===== src/rtl/i_buf_pingpong_ctrl.sv =====
// Packs pixels into BRAM words and writes them into two ping-pong line banks,
// with a flushed partial last word, per-line interrupt, overflow and truncation flags.
module i_buf_pingpong_ctrl #(
  parameter int PIXEL_WIDTH     = 8,
  parameter int PIXELS_PER_WORD = 4,
  parameter int ADDRESS_WIDTH   = 12
) (
  input  logic                                   pclk,
  input  logic                                   reset_n,
  input  logic                                   vsync,
  input  logic                                   vde,
  input  logic [PIXEL_WIDTH-1:0]                 i_data,
  input  logic                                   line_ack,
  output logic                                   we,
  output logic [PIXELS_PER_WORD-1:0]             be,
  output logic [ADDRESS_WIDTH-1:0]               addr,
  output logic [PIXEL_WIDTH*PIXELS_PER_WORD-1:0] o_data,
  output logic                                   line_irq,
  output logic                                   line_bank,
  output logic [ADDRESS_WIDTH-1:0]               line_words,
  output logic [1:0]                             bank_full,
  output logic                                   frame_start,
  output logic                                   overflow,
  output logic                                   truncated
);

  localparam int DATA_WIDTH = PIXEL_WIDTH * PIXELS_PER_WORD;
  localparam int BANK_WORDS = 2 ** (ADDRESS_WIDTH - 1);
  localparam int LANE_W     = (PIXELS_PER_WORD > 1) ? $clog2(PIXELS_PER_WORD) : 1;

  typedef enum logic [1:0] {IDLE, FILL, DROP, FLUSH} state_t;

  state_t                   r_state, w_state_nxt;
  logic                     r_wr_bank, r_rd_bank;
  logic [LANE_W-1:0]        r_lane;
  logic [ADDRESS_WIDTH-1:0] r_word_idx;
  logic [DATA_WIDTH-1:0]    r_pack, w_pack_nxt;
  logic                     r_pend, r_irq_pend, r_vsync_d;

  logic                       w_capture, w_drop_start, w_flush, w_lane_last;
  logic                       w_room, w_partial, w_ack, w_vsync_rise;
  logic [1:0]                 w_bank_full_nxt;
  logic [PIXELS_PER_WORD-1:0] w_part_be;

  // State register
  always_ff @(posedge pclk or negedge reset_n) begin
    if (!reset_n) r_state <= IDLE;
    else          r_state <= w_state_nxt;
  end

  // Next-state logic
  always_comb begin
    // NOTE: default assignment first so every path drives the signal and no latch is inferred.
    w_state_nxt = r_state;
    case (r_state)
      IDLE:    if (vde) w_state_nxt = bank_full[r_wr_bank] ? DROP : FILL;
      FILL:    if (!vde) w_state_nxt = FLUSH;
      DROP:    if (!vde) w_state_nxt = IDLE;
      FLUSH:   w_state_nxt = IDLE;
      default: w_state_nxt = IDLE;
    endcase
  end

  // Output decode: strobes consumed by the registered datapath
  always_comb begin
    w_capture    = vde && ((r_state == IDLE && !bank_full[r_wr_bank]) || r_state == FILL);
    w_drop_start = vde && r_state == IDLE && bank_full[r_wr_bank];
    w_flush      = (r_state == FLUSH);
    w_lane_last  = (r_lane == LANE_W'(PIXELS_PER_WORD - 1));
    w_room       = (r_word_idx < ADDRESS_WIDTH'(BANK_WORDS));
    w_partial    = (r_lane != '0);
    w_ack        = line_ack && (bank_full != 2'b00);
    w_vsync_rise = vsync && !r_vsync_d;
    w_part_be    = ~({PIXELS_PER_WORD{1'b1}} >> r_lane);

    // A new word starts from zero so unfilled lanes of a flushed word read as 0.
    w_pack_nxt = (r_lane == '0) ? '0 : r_pack;
    for (int k = 0; k < PIXELS_PER_WORD; k++) begin
      if (r_lane == LANE_W'(k))
        w_pack_nxt[DATA_WIDTH-1-k*PIXEL_WIDTH -: PIXEL_WIDTH] = i_data;
    end

    // Ack always targets rd_bank and completion wr_bank; they never collide.
    w_bank_full_nxt = bank_full;
    if (w_ack)   w_bank_full_nxt[r_rd_bank] = 1'b0;
    if (w_flush) w_bank_full_nxt[r_wr_bank] = 1'b1;
  end

  // Datapath and registered outputs
  always_ff @(posedge pclk or negedge reset_n) begin
    if (!reset_n) begin
      r_wr_bank   <= 1'b0;
      r_rd_bank   <= 1'b0;
      r_lane      <= '0;
      r_word_idx  <= '0;
      r_pack      <= '0;
      r_pend      <= 1'b0;
      r_irq_pend  <= 1'b0;
      r_vsync_d   <= 1'b0;
      we          <= 1'b0;
      be          <= '0;
      addr        <= '0;
      o_data      <= '0;
      line_irq    <= 1'b0;
      line_bank   <= 1'b0;
      line_words  <= '0;
      bank_full   <= 2'b00;
      frame_start <= 1'b0;
      overflow    <= 1'b0;
      truncated   <= 1'b0;
    end else begin
      // NOTE: non-blocking assignments only, so every read sees the pre-edge value.
      we          <= 1'b0;
      line_irq    <= r_irq_pend;
      r_irq_pend  <= 1'b0;
      r_vsync_d   <= vsync;
      frame_start <= w_vsync_rise;
      r_pend      <= w_capture && w_lane_last;
      bank_full   <= w_bank_full_nxt;

      if (w_ack) r_rd_bank <= ~r_rd_bank;

      if (w_capture) begin
        r_pack <= w_pack_nxt;
        r_lane <= w_lane_last ? '0 : r_lane + LANE_W'(1);
      end

      // Word completed on the previous edge: write it, or discard once the bank is full.
      if (r_pend) begin
        if (w_room) begin
          we         <= 1'b1;
          be         <= '1;
          addr       <= {r_wr_bank, r_word_idx[ADDRESS_WIDTH-2:0]};
          o_data     <= r_pack;
          r_word_idx <= r_word_idx + ADDRESS_WIDTH'(1);
        end else begin
          truncated  <= 1'b1;
        end
      end

      if (w_flush) begin
        if (w_partial && w_room) begin
          we         <= 1'b1;
          be         <= w_part_be;
          addr       <= {r_wr_bank, r_word_idx[ADDRESS_WIDTH-2:0]};
          o_data     <= r_pack;
          line_words <= r_word_idx + ADDRESS_WIDTH'(1);
        end else begin
          line_words <= r_word_idx;
        end
        if (w_partial && !w_room) truncated <= 1'b1;
        line_bank  <= r_wr_bank;
        r_wr_bank  <= ~r_wr_bank;
        r_word_idx <= '0;
        r_lane     <= '0;
        r_irq_pend <= 1'b1;
      end

      if (w_drop_start) overflow <= 1'b1;

      // Frame start clears the sticky flags, taking priority over a same-cycle set.
      if (w_vsync_rise) begin
        overflow  <= 1'b0;
        truncated <= 1'b0;
      end
    end
  end

endmodule


===== config.mk =====
export PLATFORM = sky130hd
export DESIGN_NAME = i_buf_pingpong_ctrl
export DESIGN_NICKNAME = d
export VERILOG_FILES = /design/src/rtl/i_buf_pingpong_ctrl.sv
export SDC_FILE = /design/constraint.sdc
export NUM_CORES = 1
export LEC_CHECK = 0
export ABC_CLOCK_PERIOD_IN_PS = 4700
export CORE_MARGIN = 2
export CORE_UTILIZATION = 40
export CTS_CLUSTER_DIAMETER = 200
export DETAILED_ROUTE_END_ITERATION = 7
export PLACE_DENSITY = 0.6
export SYNTH_ARGS = -nofsm -noshare
export SYNTH_HDL_FRONTEND = slang
export SYNTH_SLANG_ARGS = --single-unit

===== constraint.sdc =====
create_clock -name pclk -period 4.7 [get_ports pclk]
set_clock_uncertainty 0.15 [all_clocks]
set_input_delay 0.705 -clock pclk [delete_from_list [all_inputs] [get_ports pclk]]
set_output_delay 0.705 -clock pclk [all_outputs]
set_load 0.03 [all_outputs]

==> results.rst <==
.. list-table::
   :header-rows: 1

   * - Metric
     - Value
   * - Highest clock rate
     - 0.3385 GHz
   * - Dominant combinational cell family by area after synthesis
     - multiplexers
   * - Synthesized netlist cell count
     - 385
   * - Sum of routed wire length over all layers
     - 10820 um
   * - Buffers added on ports
     - 80
   * - Number of remaining DRC errors
     - 0
   * - Worst-Skew Late Latency
     - 410 ps
   * - Floorplan Core Area
     - 12160 sq um
   * - Pre-CTS setup slack
     - 1717 ps
   * - Critical Path Sink
     - o_data[20]
   * - Drt pass-1 iters
     - 4
   * - Initial drt markers
     - 225
   * - Data arrival time at the worst-slack endpoint
     - 3090 ps
   * - Count of endpoints failing setup in the final report
     - 0
   * - Ratio of routed vias to standard cells
     - 5.202
   * - Number of placement rows
     - 40
   * - Cell Int Power
     - 3.155 mW
   * - Critical path required time
     - 4840 ps
   * - Final non-filler cell area
     - 6574 sq um
   * - Depth of the most critical reg-to-reg path
     - 6
   * - Worst Tran Pin Value
     - 953.6 ps
   * - Hold-fix buffer count after cts
     - 0
   * - Floorplan die height
     - 116.2 um
   * - Clk buf depth
     - 2
   * - Ys async rst share
     - 100.0%
   * - Switch share
     - 34.63%
   * - Area of placed instances
     - 5919 sq um
   * - RSZ-0062 raised after global routing
     - no
   * - Total clock buffers created by CTS
     - 17
   * - Dominant cell type by area after synthesis
     - sky130_fd_sc_hd__dfrtp_1
   * - Startpoint of the most critical register-to-register path
     - r_lane[0]
   * - Critical path startpoint
     - r_lane[0]
   * - Number of filler instances in the final layout
     - 1032
   * - Switching power total
     - 1.671 mW
   * - Top cells by area, synth
     - sky130_fd_sc_hd__dfrtp_1, sky130_fd_sc_hd__mux2_2, sky130_fd_sc_hd__a32o_1
   * - Worst min path class
     - flip-flop to flip-flop
   * - Count of inserted antenna diode cells
     - 0
   * - Avg Cell Area, Syn
     - 13.08 sq um
   * - Largest net degree at the start of global routing
     - 75
   * - Worst setup slack for register-to-register paths
     - 1750 ps
   * - Via count of the first global-routing pass
     - 3502
   * - Logic pwr share
     - 36.5%
   * - Min Clock Period, post-route
     - 2954 ps
   * - Area overhead of the layout relative to synthesis
     - 30.57%
   * - Wirelength per Cell
     - 16.82 um
   * - Kind of end point of the critical path
     - flip-flop
   * - Layout net count
     - 481
   * - Maximum level of the CTS H-tree
     - 4
   * - # Max-Cap Violations
     - 0
   * - XOR/XNOR Fraction of Synth Area
     - 1.044%
   * - Total count of max-transition violations in the final report
     - 0
   * - Fraction of the mapped netlist area in simple logic gates
     - 7.853%
   * - Setup WS post-layout
     - 1746 ps
   * - Crit start category
     - flip-flop
   * - Crit Path Class
     - flip-flop to flip-flop
   * - Leading cell types in the layout, fill and taps excluded
     - sky130_fd_sc_hd__dfrtp_1, sky130_fd_sc_hd__clkdlybuf4s50_1, sky130_fd_sc_hd__mux2_2, sky130_fd_sc_hd__nand2_1
   * - Post-synth top flop
     - sky130_fd_sc_hd__dfrtp_1
   * - Ports placed on the boundary
     - 81
   * - Root cell of the clock tree
     - sky130_fd_sc_hd__clkbuf_16
   * - Number of nets produced by synthesis
     - 404
   * - Overall Power
     - 4.826 mW
   * - Clock tree from TritonCTS
     - yes
   * - Final worst path period share
     - 62.86%
   * - Fraction of the mapped netlist area in adder cells
     - 1.491%
   * - Compound-cell area share of the yosys netlist
     - 10.83%
   * - CTS Sinks
     - 121
   * - GRT Total Usage
     - 17.79%
   * - Die Wd
     - 116.2 um
   * - Cell area after synthesis
     - 5035 sq um
   * - Number of buffers inserted to repair setup after CTS
     - 0
   * - Leftover overflow at the end of global routing
     - 0
   * - Fraction of layout instances using a drive strength above 1
     - 20.84%
   * - TNS Setup
     - 0 ps
   * - Power density over the cells
     - 734.1 nW/um^2
   * - Area of the die
     - 13500 sq um
   * - Number of register bits inferred by synthesis
     - 121
   * - Starting utilization of the core area
     - 41.40%
   * - Largest driver fanout on the critical path
     - 25
   * - Detailed-route via count
     - 3345
   * - Final hold violations
     - 0
   * - Mux contribution to synthesized area
     - 14.31%
   * - Portion of synthesized cell area occupied by the leading cell type
     - 60.14%
   * - HPWL after DPL
     - 7166 um
   * - PostCTS Resize Cnt
     - 0
   * - Number of antenna violations at the first check in global routing
     - 0
   * - Wire length of the first global-routing pass
     - 18420 um
   * - Static Leakage
     - 2.820 nW
   * - Clock group share of total power
     - 29.5%
   * - Seq/Total Area, Yosys
     - 60.14%
   * - Clock-pin slew reported for the worst setup and hold paths after clock tree synthesis
     - 50 ps
   * - End of the worst register-to-register path
     - o_data[20]
   * - Routability Congestion
     - 0.7308
   * - Post-synth EDFFs
     - 0
   * - Max-slew headroom at the worst pin
     - 36.35%
   * - Maximum ir drop on the vdd rail
     - 0.3606 mV
   * - Outcome
     - completed
   * - Sequential share of power
     - 34.0%
   * - Unique cell type count in the Yosys netlist
     - 48
   * - Number of warnings reported in the yosys synthesis log
     - 0
   * - Most common cell after layout, fill and taps aside
     - sky130_fd_sc_hd__dfrtp_1
   * - Antenna-violating nets left
     - 0
[cell families (layout without fill, tap and decap cells)]
logic type / count (synthesis) / after routing
xor+xnor: 6 / 6
fa+ha+maj: 6 / 6
mux: 65 / 65
flops: 121 / 121
buf+inv: 41 / 131
compound gates: 73 / 73
simple gates: 73 / 73
[worst max-delay path, stage by stage (launching register included)]
cell	delay [ps]
sky130_fd_sc_hd__dfrtp_1	420
sky130_fd_sc_hd__inv_1	110
sky130_fd_sc_hd__ha_1	350
sky130_fd_sc_hd__nand3b_1	270
sky130_fd_sc_hd__a21oi_4	680
sky130_fd_sc_hd__buf_4	470
sky130_fd_sc_hd__mux2_2	380
[worst min-delay path by stage]
stage	start	to	slack, ps	cells past startpoint
floorplan	r_irq_pend	line_irq	180	0
global placement	r_irq_pend	line_irq	180	0
detailed placement	r_irq_pend	line_irq	190	0
CTS	r_irq_pend	line_irq	200	0
global route	r_irq_pend	line_irq	220	0
finish	r_irq_pend	line_irq	200	0
[power groups by stage]
stage | clock (mW) | combinational, mW | sequential [mW]
floorplan | 0 | 0.774 | 2.01
global placement | 0 | 1.74 | 1.65
detailed placement | 0 | 1.77 | 1.66
CTS | 1.44 | 1.78 | 1.65
global route | 1.51 | 1.90 | 1.70
finish | 1.42 | 1.76 | 1.64
[stage by stage]
stage | utilization [%] | instances | hold WS [ps]
floorplan | - | 385 | 181.2
global placement | 48.67 | 611 | 183.3
detailed placement | 48.67 | 611 | 188.1
CTS | 54.05 | 643 | 200.1
global route | 54.05 | 643 | 216.6
finish | 54.05 | 643 | 198.8
[area by class of cell]
class | count | area [sq um] | share of cell area (%)
Sequential cell | 121 | 3028 | 46.06
Timing Repair Buffer | 83 | 820.8 | 12.49
Tap cell | 168 | 210.2 | 3.198
Inverter | 16 | 60.06 | 0.9136
Clock inverter | 11 | 193.9 | 2.950
Clock buffer | 21 | 460.4 | 7.004
Multi-Input combinational cell | 223 | 1800 | 27.39
[flip-flops by register name, summed over array words and instances, names as in the netlist, 2 cells and up]
signal,flops
o_data,32
addr,12
r_state,2
bank_full,2
line_words,12
r_lane,2
r_pack,32
be,4
r_word_idx,12
[per-layer routing]
layer  track usage, %  part of all wire (%)  vias to the layer above
met3            4.826                   3.7                       13
met2            26.24                    46                       70
li1                 -                     -                     1550
met1            25.78                    49                     1712
met4            5.476                   1.0                        0
met5                0                     0                        -
[cell usage after synthesis (2+ instances only)]
| cell | number |
|---|---|
| sky130_fd_sc_hd__or3_1 | 3 |
| sky130_fd_sc_hd__o21ai_0 | 12 |
| sky130_fd_sc_hd__buf_2 | 5 |
| sky130_fd_sc_hd__nand2_1 | 22 |
| sky130_fd_sc_hd__nand3b_1 | 2 |
| sky130_fd_sc_hd__xor2_1 | 2 |
| sky130_fd_sc_hd__o22a_1 | 2 |
| sky130_fd_sc_hd__o31ai_1 | 12 |
| sky130_fd_sc_hd__ha_1 | 6 |
| sky130_fd_sc_hd__o211ai_1 | 2 |
| sky130_fd_sc_hd__nand3_1 | 2 |
| sky130_fd_sc_hd__nand4_1 | 3 |
| sky130_fd_sc_hd__a32o_1 | 16 |
| sky130_fd_sc_hd__nor2b_1 | 2 |
| sky130_fd_sc_hd__a21oi_1 | 11 |
| sky130_fd_sc_hd__clkbuf_8 | 3 |
| sky130_fd_sc_hd__a31oi_1 | 9 |
| sky130_fd_sc_hd__buf_1 | 3 |
| sky130_fd_sc_hd__buf_4 | 5 |
| sky130_fd_sc_hd__mux2_2 | 53 |
| sky130_fd_sc_hd__o221ai_1 | 2 |
| sky130_fd_sc_hd__clkbuf_1 | 7 |
| sky130_fd_sc_hd__or3_2 | 3 |
| sky130_fd_sc_hd__xnor2_1 | 4 |
| sky130_fd_sc_hd__mux2i_1 | 11 |
| sky130_fd_sc_hd__nor2_1 | 17 |
| sky130_fd_sc_hd__or4_1 | 10 |
| sky130_fd_sc_hd__dfrtp_1 | 121 |
| sky130_fd_sc_hd__inv_1 | 16 |
No activity file was read; power rests on OpenSTA's default activity.
